$ cat src/rtl/prng_harvest.sv
// prng_harvest: harvests 128-bit samples from the LFSR PRNG stage.
// A two-state FSM (LOAD/RUN) drives the PRNG seed-load enable. A sample is
// taken every STRIDE shift cycles into a DEPTH-entry FIFO. Samples are
// delivered to the core as two 64-bit words, low half first.
// Optional build macro: PRNG_HARVEST_HEALTH_EN discards all-zero and repeated
// samples and raises a sticky health_err.
//
// Handshake: a word transfers on a cycle where rnd_valid && rnd_ready.
// rnd_valid never depends on rnd_ready. rnd_data holds steady while
// rnd_valid=1 and rnd_ready=0. Both outputs are registered, so there is no
// combinational path from rnd_ready to them.
module prng_harvest #(
  parameter int DEPTH  = 4,
  parameter int STRIDE = 128
) (
  input  logic         clk,
  input  logic         rst,
  input  logic         reseed,
  output logic         prng_en,
  input  logic [128:0] rand_num,
  input  logic         rand_num_valid,
  output logic [63:0]  rnd_data,
  output logic         rnd_valid,
  input  logic         rnd_ready,
  output logic         health_err,
  output logic         dbg_state
);

  localparam int AW = $clog2(DEPTH);
  localparam logic [7:0] STRIDE_C = 8'(STRIDE);

  typedef enum logic {
    S_LOAD = 1'b0,
    S_RUN  = 1'b1
  } state_t;

  state_t         state, state_n;
  logic [7:0]     cnt;
  logic [127:0]   mem [DEPTH];
  logic [AW:0]    wr_ptr, rd_ptr, wr_ptr_n, rd_ptr_n;
  logic           half, half_n;
  logic           full, sample_due, sample_ok, push, accept, pop;
  logic [127:0]   head;
  logic           out_valid_n;
  logic [63:0]    out_data_n;
  logic           unused_bits;

  // Bit 128 of the PRNG state bus carries nothing the harvester needs.
  assign unused_bits = rand_num[128];

  assign dbg_state = state;

  assign accept = rnd_valid && rnd_ready;
  // An entry leaves the FIFO only once its upper half has been accepted.
  assign pop    = accept && half;
  // Full is judged on the pointers at the start of the cycle, so a pop in
  // the same cycle never makes room for that cycle's push.
  assign full   = (wr_ptr[AW-1:0] == rd_ptr[AW-1:0]) && (wr_ptr[AW] != rd_ptr[AW]);

  // A sample is due once STRIDE fresh bits have shifted in; reseed wins.
  assign sample_due = (state == S_RUN) && !reseed && (cnt == STRIDE_C) &&
                      rand_num_valid && !full;
  assign push = sample_due && sample_ok;

`ifdef PRNG_HARVEST_HEALTH_EN
  logic [127:0] last_sample;

  assign sample_ok = (rand_num[127:0] != '0) && (rand_num[127:0] != last_sample);

  // Track the last pushed sample and latch any health failure until reset.
  always_ff @(posedge clk or posedge rst) begin
    if (rst) begin
      last_sample <= '0;
      health_err  <= 1'b0;
    end else begin
      if (reseed) begin
        last_sample <= '0;
      end else if (push) begin
        last_sample <= rand_num[127:0];
      end
      if (sample_due && !sample_ok) begin
        health_err <= 1'b1;
      end
    end
  end
`else
  assign sample_ok  = 1'b1;
  assign health_err = 1'b0;
`endif

  // FSM state register.
  always_ff @(posedge clk or posedge rst) begin
    if (rst) begin
      state <= S_LOAD;
    end else begin
      state <= state_n;
    end
  end

  // FSM next state and seed-load enable; LOAD lasts one cycle unless reseeded.
  // prng_en is masked by rst so it reads low while reset is held.
  always_comb begin
    state_n = state;
    prng_en = 1'b0;
    case (state)
      S_LOAD: begin
        prng_en = !rst;
        state_n = S_RUN;
      end
      S_RUN: begin
        state_n = S_RUN;
      end
      default: begin
        state_n = S_LOAD;
      end
    endcase
    if (reseed) begin
      state_n = S_LOAD;
    end
  end

  // Stride counter: saturates at STRIDE. It restarts at 1 on a sample edge
  // because the PRNG shifts on that same edge.
  always_ff @(posedge clk or posedge rst) begin
    if (rst) begin
      cnt <= '0;
    end else if (reseed || state == S_LOAD) begin
      cnt <= '0;
    end else if (sample_due) begin
      cnt <= 8'd1;
    end else if (cnt != STRIDE_C) begin
      cnt <= cnt + 8'd1;
    end
  end

  // FIFO storage write; no reset needed since pointers gate visibility.
  always_ff @(posedge clk) begin
    if (push) begin
      mem[wr_ptr[AW-1:0]] <= rand_num[127:0];
    end
  end

  // Next pointers, half-select and registered output word.
  always_comb begin
    wr_ptr_n = wr_ptr;
    rd_ptr_n = rd_ptr;
    half_n   = half;
    if (reseed) begin
      wr_ptr_n = '0;
      rd_ptr_n = '0;
      half_n   = 1'b0;
    end else begin
      if (push) begin
        wr_ptr_n = wr_ptr + (AW+1)'(1);
      end
      if (accept) begin
        half_n = !half;
      end
      if (pop) begin
        rd_ptr_n = rd_ptr + (AW+1)'(1);
      end
    end
    // When the entry being written becomes the head, bypass the array.
    head = mem[rd_ptr_n[AW-1:0]];
    if (push && (wr_ptr[AW-1:0] == rd_ptr_n[AW-1:0])) begin
      head = rand_num[127:0];
    end
    out_valid_n = (wr_ptr_n != rd_ptr_n);
    out_data_n  = '0;
    if (out_valid_n) begin
      out_data_n = half_n ? head[127:64] : head[63:0];
    end
  end

  // Pointer, half-select and output registers.
  always_ff @(posedge clk or posedge rst) begin
    if (rst) begin
      wr_ptr    <= '0;
      rd_ptr    <= '0;
      half      <= 1'b0;
      rnd_valid <= 1'b0;
      rnd_data  <= '0;
    end else begin
      wr_ptr    <= wr_ptr_n;
      rd_ptr    <= rd_ptr_n;
      half      <= half_n;
      rnd_valid <= out_valid_n;
      rnd_data  <= out_data_n;
    end
  end

endmodule

$ cat config.mk
export PLATFORM = sky130hd
export DESIGN_NAME = prng_harvest
export DESIGN_NICKNAME = d
export VERILOG_FILES = /design/src/rtl/prng_harvest.sv
export SDC_FILE = /design/constraint.sdc
export NUM_CORES = 1
export LEC_CHECK = 0
export ABC_AREA = 1
export BUFFER_PORTS_ARGS = -buffer_cell sky130_fd_sc_hd__buf_2
export CORE_MARGIN = 2
export CORE_UTILIZATION = 55
export DETAILED_ROUTE_END_ITERATION = 6
export PLACE_DENSITY = 0.75
export SYNTH_ARGS = -nofsm -noshare
export SYNTH_HDL_FRONTEND = slang
export SYNTH_SLANG_ARGS = --single-unit
export TNS_END_PERCENT = 50
$ cat constraint.sdc
create_clock -name clk -period 9.42 [get_ports clk]
set_input_delay 0.942 -clock clk [delete_from_list [all_inputs] [get_ports clk]]
set_output_delay 0.942 -clock clk [all_outputs]
set_load 0.1 [all_outputs]
==> qor.txt, run 1 <==
status - completed
core area - 0.0452 mm²
GRT Total Usage - 0.239
yosys warns - 0
vias in the first global route - 16300
fin crit share - 0.513
share of cells above drive strength 1 - 0.173
CTS tree - yes
Avg Synthesized Cell Area - 10.8 µm²
Netlist cell types - 29
DP Area - 0.0263 mm²
worst path required time - 9970 ps
initial antenna violation count - 10
Die Area - 0.0472 mm²
#FFs+latches synth - 593
Die Y - 217 µm
final WL - 56200 µm
Port-buffer cells - 199
max-cap violations - 0
unrepaired setup endpoints after global routing - no
initial DRC count - 1292
actual slew at the worst max-slew pin - 1140 ps
reg-to-reg slack, setup - 4640 ps
H-tree Lvls - 2
relative slew slack - 0.238
grt ovf - 0
register area - 0.0174 mm²
Final Cell Area - 0.0282 mm²
syn_nets - 2470
Via Count - 16900
DR DRC count - 0
clock buffer count from CTS - 60
DRT antenna net count - 0
Max Root-Sink Buffers - 3
Final Hold Fails - 0
root buffer cell - clkbuf_16
Max Fclk - 0.207 GHz
first-pass GRT wire length - 87700 µm
Core Util, Final - 0.623
nets - 2616
post-DR vias/cell - 5.40
FFs w/ async S/R, synth - 0.137
Startpoint Class - primary input
main flop type after synthesis - edfxtp_1
Pwr Density - 184 mW/mm²
Final Wtd Congestion - 0.773
io pins - 202
worst endpoint data arrival time - 5380 ps
VDD IR max - 0.150 mV
Crit Path Max Fanout - 162
drt pass-1 iters - 5
Post-Syn Instances - 2328
setup TNS - 0 ps
Static Leakage - 11.9 nW
Worst-Skew Late Latency - 620 ps
Final Setup Violations - 0
HPWL after DPL - 29400 µm
Power Total - 5.19 mW
CTS hold repair buffers - 0
Inst Count DP - 3012
multi-input logic area - 0.00638 mm²
initial core utilization - 0.554
WS Path Type - primary input to register
Mapped Area - 0.0250 mm²
post-CTS sizing - 0
DIE WIDTH - 217 µm
Wirelength per Cell - 17.9 µm
post-synthesis sequential area ratio - 0.695
clk_skew - 23.4 ps
element type at the critical path end - register
clock tree sinks - 593
non-filler instance count after layout - 3132
fin crit period - 4830 ps
worst min-delay path category - primary input to async pin
num rows - 78
largest net degree at the start of global routing - 163
number of synthesized flops with an enable pin - 512
Setup Fix Bufs, Post-CTS - 0
number of fill cells - 3404
Area growth syn-to-layout - 12.5%
Max Slew Vio Count - 0
CTS clk-pin slew, worst paths - 60 ps
path summary, 6_finish.rpt:
kind                           endpoint  cells after the start          from
max                        rnd_data[41]                     18     rnd_ready
min                         rnd_data[6]                      2           rst
max reg2reg                rnd_data[41]                     16     rnd_valid
min reg2reg                      cnt[7]                      2        cnt[7]
max in group asynchronous  rnd_data[32]                      3           rst
min in group clk             mem[3][85]                      1  rand_num[85]
critical path, cell delays in order:
cell     delay (ps)
buf_2            70
nand2_1          50
inv_1            50
ha_1            240
inv_2            50
nand2_1         100
nand3_4         580
buf_4           590
inv_8           710
buf_4           940
nand2_1         140
nand3_1         120
nand3_1         110
nand2_1         120
nand2_1          50
o21ai_1         120
nand2_2          70
inv_2            90
cell families (layout without fill, tap and decap cells):
logic type               after synthesis  count (layout)  synth area share
AO/OA/AOI/OAI                         71              71            0.0144
XOR/XNOR                               8               8           0.00280
flip-flops                           593             593             0.695
other                                  1               9          0.000150
adder cells (fa/ha/maj)                8               8           0.00400
AND/OR/NAND/NOR                     1354            1354             0.231
buffers and inverters                293             489            0.0525
sequential cells by signal, summed over array words and instances, names as in the netlist:
signal     count
cnt            8
dbg_state      1
half           1
mem          512
rd_ptr         3
rnd_data      64
rnd_valid      1
wr_ptr         3
routing by layer:
layer | GRT usage | share of wire | vias to the layer above
li1 | - | - | 8087
met3 | 0.0489 | 0.069 | 114
met5 | 0 | 0.00043 | -
met2 | 0.407 | 0.50 | 577
met4 | 0.0815 | 0.026 | 6
met1 | 0.308 | 0.41 | 8143
power breakdown:
part | switching (mW) | internal (mW) | total (mW)
Sequential | 0.000617 | 2.85 | 2.85
Clock | 0.956 | 1.28 | 2.24
Combinational | 0.0658 | 0.0300 | 0.0958
Total | 1.02 | 4.16 | 5.19
per-stage QoR:
stage	hold WS (ps)	setup slack, ps
final	454	4590
after global routing	487	4200
after CTS	456	4600
after detailed placement	543	3990
after global placement	521	4110
after floorplan	505	1860
synth_stat cells, types with 3 or more instances:
library cell	count	share of area
buf_4	5	0.0015
nand3_1	393	0.079
inv_2	59	0.0088
buf_1	6	0.00090
buf_2	87	0.017
a21oi_1	3	0.00060
inv_1	99	0.015
buf_8	5	0.0030
ha_1	8	0.0040
xor2_1	6	0.0021
clkbuf_1	28	0.0042
nand2_1	876	0.13
edfxtp_1	512	0.61
nor2_1	14	0.0021
buf_6	4	0.0018
nand2_2	54	0.013
nand3_2	5	0.0020
dfrtp_1	81	0.081
o21ai_1	64	0.013
nor2_2	4	0.0010
cell type report:
class / count / share of cell area
clock inverter: 25 / 0.00600
clock buffer: 87 / 0.0595
sequential: 593 / 0.618
inverter: 158 / 0.0218
antenna: 8 / 0.000711
multi-input combinational: 1442 / 0.227
tap: 600 / 0.0267
timing repair buffer: 219 / 0.0407
cells in the final DEF (no fill, tap or decap), types with 2 or more instances in the layout:
master / n
nand2_1: 875
edfxtp_1: 512
nand3_1: 392
buf_2: 199
inv_1: 95
dfrtp_1: 81
o21ai_1: 64
clkbuf_16: 61
inv_2: 58
nand2_2: 53
clkbuf_1: 21
buf_4: 20
clkinv_2: 15
nor2_1: 11
diode_2: 8
ha_1: 8
clkinv_1: 7
xor2_1: 6
nor2_4: 5
clkbuf_8: 5
nor2_2: 4
inv_4: 3
nand3_2: 3
a21oi_1: 3
nand3_4: 3
nor3b_1: 2
nor3_1: 2
xnor2_1: 2
o21ai_0: 2
nand2_4: 2
nand4_1: 2
bufinv_16: 2
(Power assumes the default switching activity.)
==> inputs of run 2 (changes only) <==
--- a/config.mk
+++ b/config.mk
@@ -8,9 +8,9 @@
 export ABC_AREA = 1
 export BUFFER_PORTS_ARGS = -buffer_cell sky130_fd_sc_hd__buf_2
 export CORE_MARGIN = 2
-export CORE_UTILIZATION = 55
+export CORE_UTILIZATION = 54
 export DETAILED_ROUTE_END_ITERATION = 6
-export PLACE_DENSITY = 0.75
+export PLACE_DENSITY = 0.77
 export SYNTH_ARGS = -nofsm -noshare
 export SYNTH_HDL_FRONTEND = slang
 export SYNTH_SLANG_ARGS = --single-unit
==> constraint.sdc (replaced) <==
create_clock -name clk -period 4.2 [get_ports clk]
set_input_delay 0.42 -clock clk [delete_from_list [all_inputs] [get_ports clk]]
set_output_delay 0.42 -clock clk [all_outputs]
set_load 0.1 [all_outputs]
==> qor.txt, run 2 (synthesis gave the netlist of run 1 again) <==
clock tree sinks - 593 (unchanged)
clock buffer count from CTS - 58 (was 60)
relative slew slack - 0.326 (was 0.238)
nets - 2623 (was 2616)
clk_skew - 12.5 ps (was 23.4 ps)
DIE WIDTH - 219 µm (was 217 µm)
commonest non-fill, non-tap cells in the layout - nand2_1 (875), edfxtp_1 (512), nand3_1 (392) (unchanged)
core area - 0.0456 mm² (was 0.0452 mm²)
initial antenna violation count - 12 (was 10)
status - completed (unchanged)
Via Count - 17000 (was 16900)
DR DRC count - 0 (unchanged)
non-filler instance count after layout - 3137 (was 3132)
fin crit share - 0.718
GRT Total Usage - 0.237 (was 0.239)
max FFs per register - 512 (unchanged)
Final Setup Violations - 0 (unchanged)
Core Util, Final - 0.627 (was 0.623)
grt ovf - 0 (unchanged)
Startpoint Class - register (was primary input)
post-DR vias/cell - 5.43 (was 5.40)
actual slew at the worst max-slew pin - 1010 ps (was 1140 ps)
worst path required time - 4670 ps (was 9970 ps)
WS Path Type - register to register (was primary input to register)
H-tree Lvls - 2 (unchanged)
Worst Slack Setup Final - 1180 ps (was 4590 ps)
Die Y - 219 µm (was 217 µm)
unrepaired setup endpoints after global routing - no (unchanged)
worst min-delay path category - primary input to async pin (unchanged)
element type at the critical path end - register (unchanged)
Max Slew Vio Count - 0 (unchanged)
CTS tree - yes (unchanged)
Crit Path Max Fanout - 46 (was 162)
largest net degree at the start of global routing - 167 (was 163)
Final Wtd Congestion - 0.759 (was 0.773)
Static Leakage - 12.1 nW (was 11.9 nW)
pre-CTS setup slack - 994 ps (was 3990 ps)
final WL - 56500 µm (was 56200 µm)
Worst-Skew Late Latency - 600 ps (was 620 ps)
fin crit period - 3020 ps
drt pass-1 iters - 5 (unchanged)
Die Area - 0.0481 mm² (was 0.0472 mm²)
root buffer cell - clkbuf_16 (unchanged)
initial DRC count - 1225 (was 1292)
Pwr Density - 415 mW/mm² (was 184 mW/mm²)
Wirelength per Cell - 18.0 µm (was 17.9 µm)
Setup Fix Bufs, Post-CTS - 0 (unchanged)
Port-buffer cells - 199 (unchanged)
share of cells above drive strength 1 - 0.180 (was 0.173)
worst endpoint data arrival time - 3490 ps (was 5380 ps)
first-pass GRT wire length - 88100 µm (was 87700 µm)
max-cap violations - 0 (unchanged)
CTS clk-pin slew, worst paths - 60 ps (about the same)
initial core utilization - 0.549 (was 0.554)
VDD IR max - 0.327 mV (was 0.150 mV)
num rows - 78 (unchanged)
io pins - 202 (unchanged)
Max Root-Sink Buffers - 3 (unchanged)
Inst Count DP - 3020 (was 3012)
Area growth syn-to-layout - 14.1% (was 12.5%)
vias in the first global route - 16600 (was 16300)
HPWL after DPL - 30100 µm (was 29400 µm)
Final Hold Fails - 0 (unchanged)
most common cell after layout, fill and taps aside - nand2_1 (unchanged)
DRT antenna net count - 0 (unchanged)
Max Fclk - 0.332 GHz
==> run 2: changes by cell type in the layout (fill, tap and decap cells not counted), sizes merged <==
| cell | change |
|---|---|
| buf | +8 |
| bufinv | +4 |
| clkbuf | -7 |
| clkinv | -3 |
| clkinvlp | +2 |
| diode | -1 |
| dlygate4sd3 | +1 |
| inv | +1 |
==> run 2: path summary, 6_finish.rpt <==
check | from | end | slack (ps) | cells after the start
setup / recovery | rnd_valid | rnd_data[62] | 1180 | 14
hold / removal | rst | rnd_data[5] | 40 | 2
setup reg to reg | rnd_valid | rnd_data[62] | 1180 | 14
hold reg to reg | cnt[7] | cnt[7] | 570 | 2
max in group asynchronous | rst | rnd_data[32] | 3110 | 3
min in group clk | rand_num[2] | mem[0][2] | 50 | 1
==> run 2: what timing repair did <==
action                                 in CTS  in global routing
resized for setup                           0                  0
endpoints found under the hold margin       1                  0
hold buffers                                1                  0
==> run 2: final cells by class <==
cell class,instances,area [µm²]
Timing Repair Buffer,228,1430
Clock inverter,29,302
Multi-Input combinational cell,1442,6380
Antenna cell,7,17.5
Sequential cell,593,17400
Clock buffer,80,1670
Tap cell,600,751
Fill cell,3384,17000
Inverter,158,613
==> run 2: report_power, final <==
| part | switching (mW) | internal [mW] | leakage [nW] |
|---|---|---|---|
| clock network | 2.10 | 3.13 | 0.973 |
| logic | 0.150 | 0.0679 | 5.40 |
| registers | 0.00127 | 6.40 | 5.73 |
==> run 2: routing by layer <==
layer | vias to the layer above | track usage | routed length (µm) | part of all wire
met5 | - | 0 | 77 | 0.0014
met3 | 109 | 0.0416 | 3650 | 0.065
met2 | 587 | 0.421 | 28900 | 0.51
met1 | 8231 | 0.295 | 22500 | 0.40
li1 | 8092 | - | - | -
met4 | 12 | 0.0777 | 1280 | 0.023
==> run 2: metrics by stage <==
| stage | total power, mW | hold slack (ps) | setup TNS, ps | instance area (µm²) |
|---|---|---|---|---|
| final | 11.9 | 37.8 | 0 | 28600 |
| after CTS | 11.9 | 21.0 | 0 | 28500 |
| after global routing | 12.2 | 26.4 | 0 | 28500 |
| after floorplan | 6.60 | 483 | -499830 | 25000 |
| after detailed placement | 6.74 | 539 | 0 | 26600 |
| after global placement | 6.73 | 526 | 0 | 26600 |
==> run 2: worst max-delay path, stage by stage, from the launching register on <==
cell     delay (ps)
dfrtp_1         370
nand2_1          80
inv_1            40
ha_1            240
inv_2            80
nor2_1           40
nor2_2          130
nand2_4         300
xor2_1          320
nand3_4         530
buf_12          430
nand2_1          90
o21ai_1          60
nand2_1          70
inv_1            90
==> inputs of run 3 (changes only) <==
--- a/config.mk
+++ b/config.mk
@@ -5,12 +5,12 @@
 export SDC_FILE = /design/constraint.sdc
 export NUM_CORES = 1
 export LEC_CHECK = 0
-export ABC_AREA = 1
+export ABC_AREA = 0
 export BUFFER_PORTS_ARGS = -buffer_cell sky130_fd_sc_hd__buf_2
 export CORE_MARGIN = 2
-export CORE_UTILIZATION = 54
+export CORE_UTILIZATION = 55
 export DETAILED_ROUTE_END_ITERATION = 6
-export PLACE_DENSITY = 0.77
+export PLACE_DENSITY = 0.75
 export SYNTH_ARGS = -nofsm -noshare
 export SYNTH_HDL_FRONTEND = slang
 export SYNTH_SLANG_ARGS = --single-unit
==> constraint.sdc (replaced) <==
create_clock -name clk -period 2.8 [get_ports clk]
set_input_delay 0.28 -clock clk [delete_from_list [all_inputs] [get_ports clk]]
set_output_delay 0.28 -clock clk [all_outputs]
set_load 0.1 [all_outputs]
==> qor.txt, run 3 <==
status - completed (unchanged)
Pint - 14.0 mW (was 9.60 mW)
Via Count - 16000 (was 17000)
Final Setup Violations - 0 (unchanged)
clock power share - 0.425 (was 0.442)
syn_nets - 1906 (was 2470)
Switching Power - 3.46 mW (was 2.26 mW)
H-tree Lvls - 2 (unchanged)
fin crit period - 2530 ps (was 3020 ps)
CTS clk-pin slew, worst paths - 60 ps (about the same)
register area - 0.0174 mm² (about the same)
relative slew slack - 0.531 (was 0.326)
Final Cell Area - 0.0297 mm² (was 0.0286 mm²)
Post-Syn Instances - 1764 (was 2328)
commonest non-fill, non-tap cells in the layout - edfxtp_1 (512), nand2_1 (419), buf_2 (199) (was nand2_1 (875), edfxtp_1 (512), nand3_1 (392))
most instantiated cells after synthesis - edfxtp_1 (512), nand2_1 (420), mux2i_1 (143), nand3_1 (129), dfrtp_1 (81) (was nand2_1 (876), edfxtp_1 (512), nand3_1 (393), inv_1 (99), buf_2 (87))
DRT antenna net count - 0 (unchanged)
clock buffer count from CTS - 58 (unchanged)
final WL - 58600 µm (was 56500 µm)
io pins - 202 (unchanged)
Area growth syn-to-layout - 20.9% (was 14.1%)
Sw Ratio - 0.198 (was 0.190)
Static Leakage - 10.8 nW (was 12.1 nW)
multi-input logic area - 0.00660 mm² (was 0.00638 mm²)
most common cell after layout, fill and taps aside - edfxtp_1 (was nand2_1)
Die Area - 0.0463 mm² (was 0.0481 mm²)
Sequential Power Share - 0.549 (was 0.540)
element type at the critical path end - register (unchanged)
grt ovf - 0 (unchanged)
Avg Synthesized Cell Area - 13.9 µm² (was 10.8 µm²)
Max Root-Sink Buffers - 3 (unchanged)
DIE WIDTH - 215 µm (was 219 µm)
Worst-Skew Late Latency - 620 ps (was 600 ps)
max FFs per register - 512 (unchanged)
max-cap violations - 0 (unchanged)
GRT Total Usage - 0.252 (was 0.237)
non-filler instance count after layout - 2716 (was 3137)
clk_skew - 21.1 ps (was 12.5 ps)
post-DR vias/cell - 5.88 (was 5.43)
Final Hold Fails - 0 (unchanged)
clock tree sinks - 593 (unchanged)
drt pass-1 iters - 5 (unchanged)
initial DRC count - 1398 (was 1225)
Netlist cell types - 47 (was 29)
setup TNS - 0 ps (unchanged)
main flop type after synthesis - edfxtp_1 (unchanged)
Mapped Area - 0.0245 mm² (was 0.0250 mm²)
DP Area - 0.0265 mm² (was 0.0266 mm²)
Yosys top cell area share - 0.627 (was 0.614)
number of fill cells - 3017 (was 3384)
Max Slew Vio Count - 0 (unchanged)
fin crit share - 0.903 (was 0.718)
DR DRC count - 0 (unchanged)
worst min-delay path category - primary input to register (was primary input to async pin)
number of synthesized flops with an enable pin - 512 (unchanged)
unrepaired setup endpoints after global routing - no (unchanged)
Startpoint Class - register (unchanged)
first-pass GRT wire length - 90800 µm (was 88100 µm)
Final Wtd Congestion - 0.770 (was 0.759)
Wirelength per Cell - 21.6 µm (was 18.0 µm)
Port-buffer cells - 199 (unchanged)
Max Fclk - 0.395 GHz (was 0.332 GHz)
WS Path Type - register to register (unchanged)
FFs w/ async S/R, synth - 0.137 (unchanged)
vias in the first global route - 16500 (was 16600)
#FFs+latches synth - 593 (unchanged)
CTS tree - yes (unchanged)
top-count cell post-synth - edfxtp_1 (was nand2_1)
initial core utilization - 0.556 (was 0.549)
largest cells by area after synthesis - edfxtp_1 (63%), dfrtp_1 (8.3%), nand2_1 (6.4%), mux2i_1 (5.8%), a211oi_2 (3.1%) (was edfxtp_1 (61%), nand2_1 (13%), dfrtp_1 (8.1%), nand3_1 (7.9%), buf_2 (1.7%))
worst path required time - 3300 ps (was 4670 ps)
Power Total - 17.5 mW (was 11.9 mW)
Worst Slack Setup Final - 271 ps (was 1180 ps)
yosys warns - 0 (unchanged)
post-CTS sizing - 0 (unchanged)
HPWL after DPL - 31800 µm (was 30100 µm)
VDD IR max - 0.623 mV (was 0.327 mV)
num rows - 77 (was 78)
Comb pwr share - 0.026 (was 0.018)
actual slew at the worst max-slew pin - 703 ps (was 1010 ps)
Die Y - 215 µm (was 219 µm)
largest net degree at the start of global routing - 90 (was 167)
pre-CTS setup slack - 303 ps (was 994 ps)
nets - 2214 (was 2623)
worst endpoint data arrival time - 3030 ps (was 3490 ps)
post-synthesis sequential area ratio - 0.709 (was 0.695)
largest area contributor in the netlist - edfxtp_1 (unchanged)
Crit Path Max Fanout - 26 (was 46)
initial antenna violation count - 3 (was 12)
Pwr Density - 589 mW/mm² (was 415 mW/mm²)
share of cells above drive strength 1 - 0.192 (was 0.180)
Inst Count DP - 2474 (was 3020)
root buffer cell - clkbuf_16 (unchanged)
core area - 0.0441 mm² (was 0.0456 mm²)
[run 3: cell types whose count changed in the layout (fill, tap and decap cells not counted), moves of 58 or more]
cell / delta
a211oi_2: +60
o21ai_1: -64
dlygate4sd3_1: +129
mux2i_1: +143
inv_2: -58
inv_1: -89
a21oi_1: +65
nand3_1: -263
a32oi_1: +63
nand2_1: -456
[run 3: cell type report]
type / count / share of cell area
multi-input cells: 1034 / 0.222
inverters: 9 / 0.00148
clock inverters: 38 / 0.00974
repair buffers: 376 / 0.103
clock buffers: 71 / 0.0513
flip-flops and latches: 593 / 0.587
diodes: 3 / 0.000253
well taps: 592 / 0.0250
[run 3: cells by family (layout without fill, tap and decap cells)]
kind of cell    Yosys count  count (layout)  synth area share
compound gates          212             212            0.0738
xor+xnor                 18              18           0.00755
fa+ha+maj                 8               8           0.00408
buf+inv                 137             494            0.0249
flops                   593             593             0.709
mux                     145             145            0.0592
other cells               1               4          0.000153
simple gates            650             650             0.121
[run 3: through the flow]
stage,util,hold WS (ps)
after floorplan,-,379
after global placement,0.602,430
after detailed placement,0.602,436
after CTS,0.672,197
after global routing,0.672,239
final,0.672,230
[run 3: worst paths after layout]
| check | startpoint | to | slack, ps | cells past startpoint |
|---|---|---|---|---|
| max | rnd_valid | rnd_data[62] | 270 | 9 |
| min | rand_num_valid | cnt[5] | 230 | 4 |
| max reg2reg | rnd_valid | rnd_data[62] | 270 | 9 |
| min reg2reg | cnt[2] | cnt[2] | 560 | 1 |
| max in group asynchronous | rst | rnd_data[25] | 1690 | 4 |
| min in group asynchronous | rst | rnd_data[41] | 350 | 3 |
[run 3: timing repair]
item                                   in CTS  in global routing
hold buffers                              130                  0
setup buffers                               0                  0
endpoints found under the hold margin     556                  0
[run 3: routing by layer]
layer  wire length, µm  global-route usage  vias up
met1             23900               0.332     7879
met4              1820               0.102        0
met2             28400               0.421      720
li1                  -                   -     7225
met3              4580              0.0423      146
met5                 0                   0        -
[run 3: power by group through the flow]
stage / clock (mW) / sequential (mW) / combinational [mW]
after global routing: 7.86 / 9.60 / 0.490
after CTS: 7.53 / 9.60 / 0.449
after global placement: 0 / 9.79 / 0.282
after detailed placement: 0 / 9.79 / 0.296
after floorplan: 0 / 9.80 / 0.0611
final: 7.42 / 9.60 / 0.454
[run 3: critical path, cell delays in order, from the launching register on]
cell      delay (ps)
dfrtp_2          350
and2_1           220
ha_4             210
mux2_2           380
and3_1           210
nor4_4           250
buf_4            210
buf_12           210
a21oi_1          110
a311oi_2         270
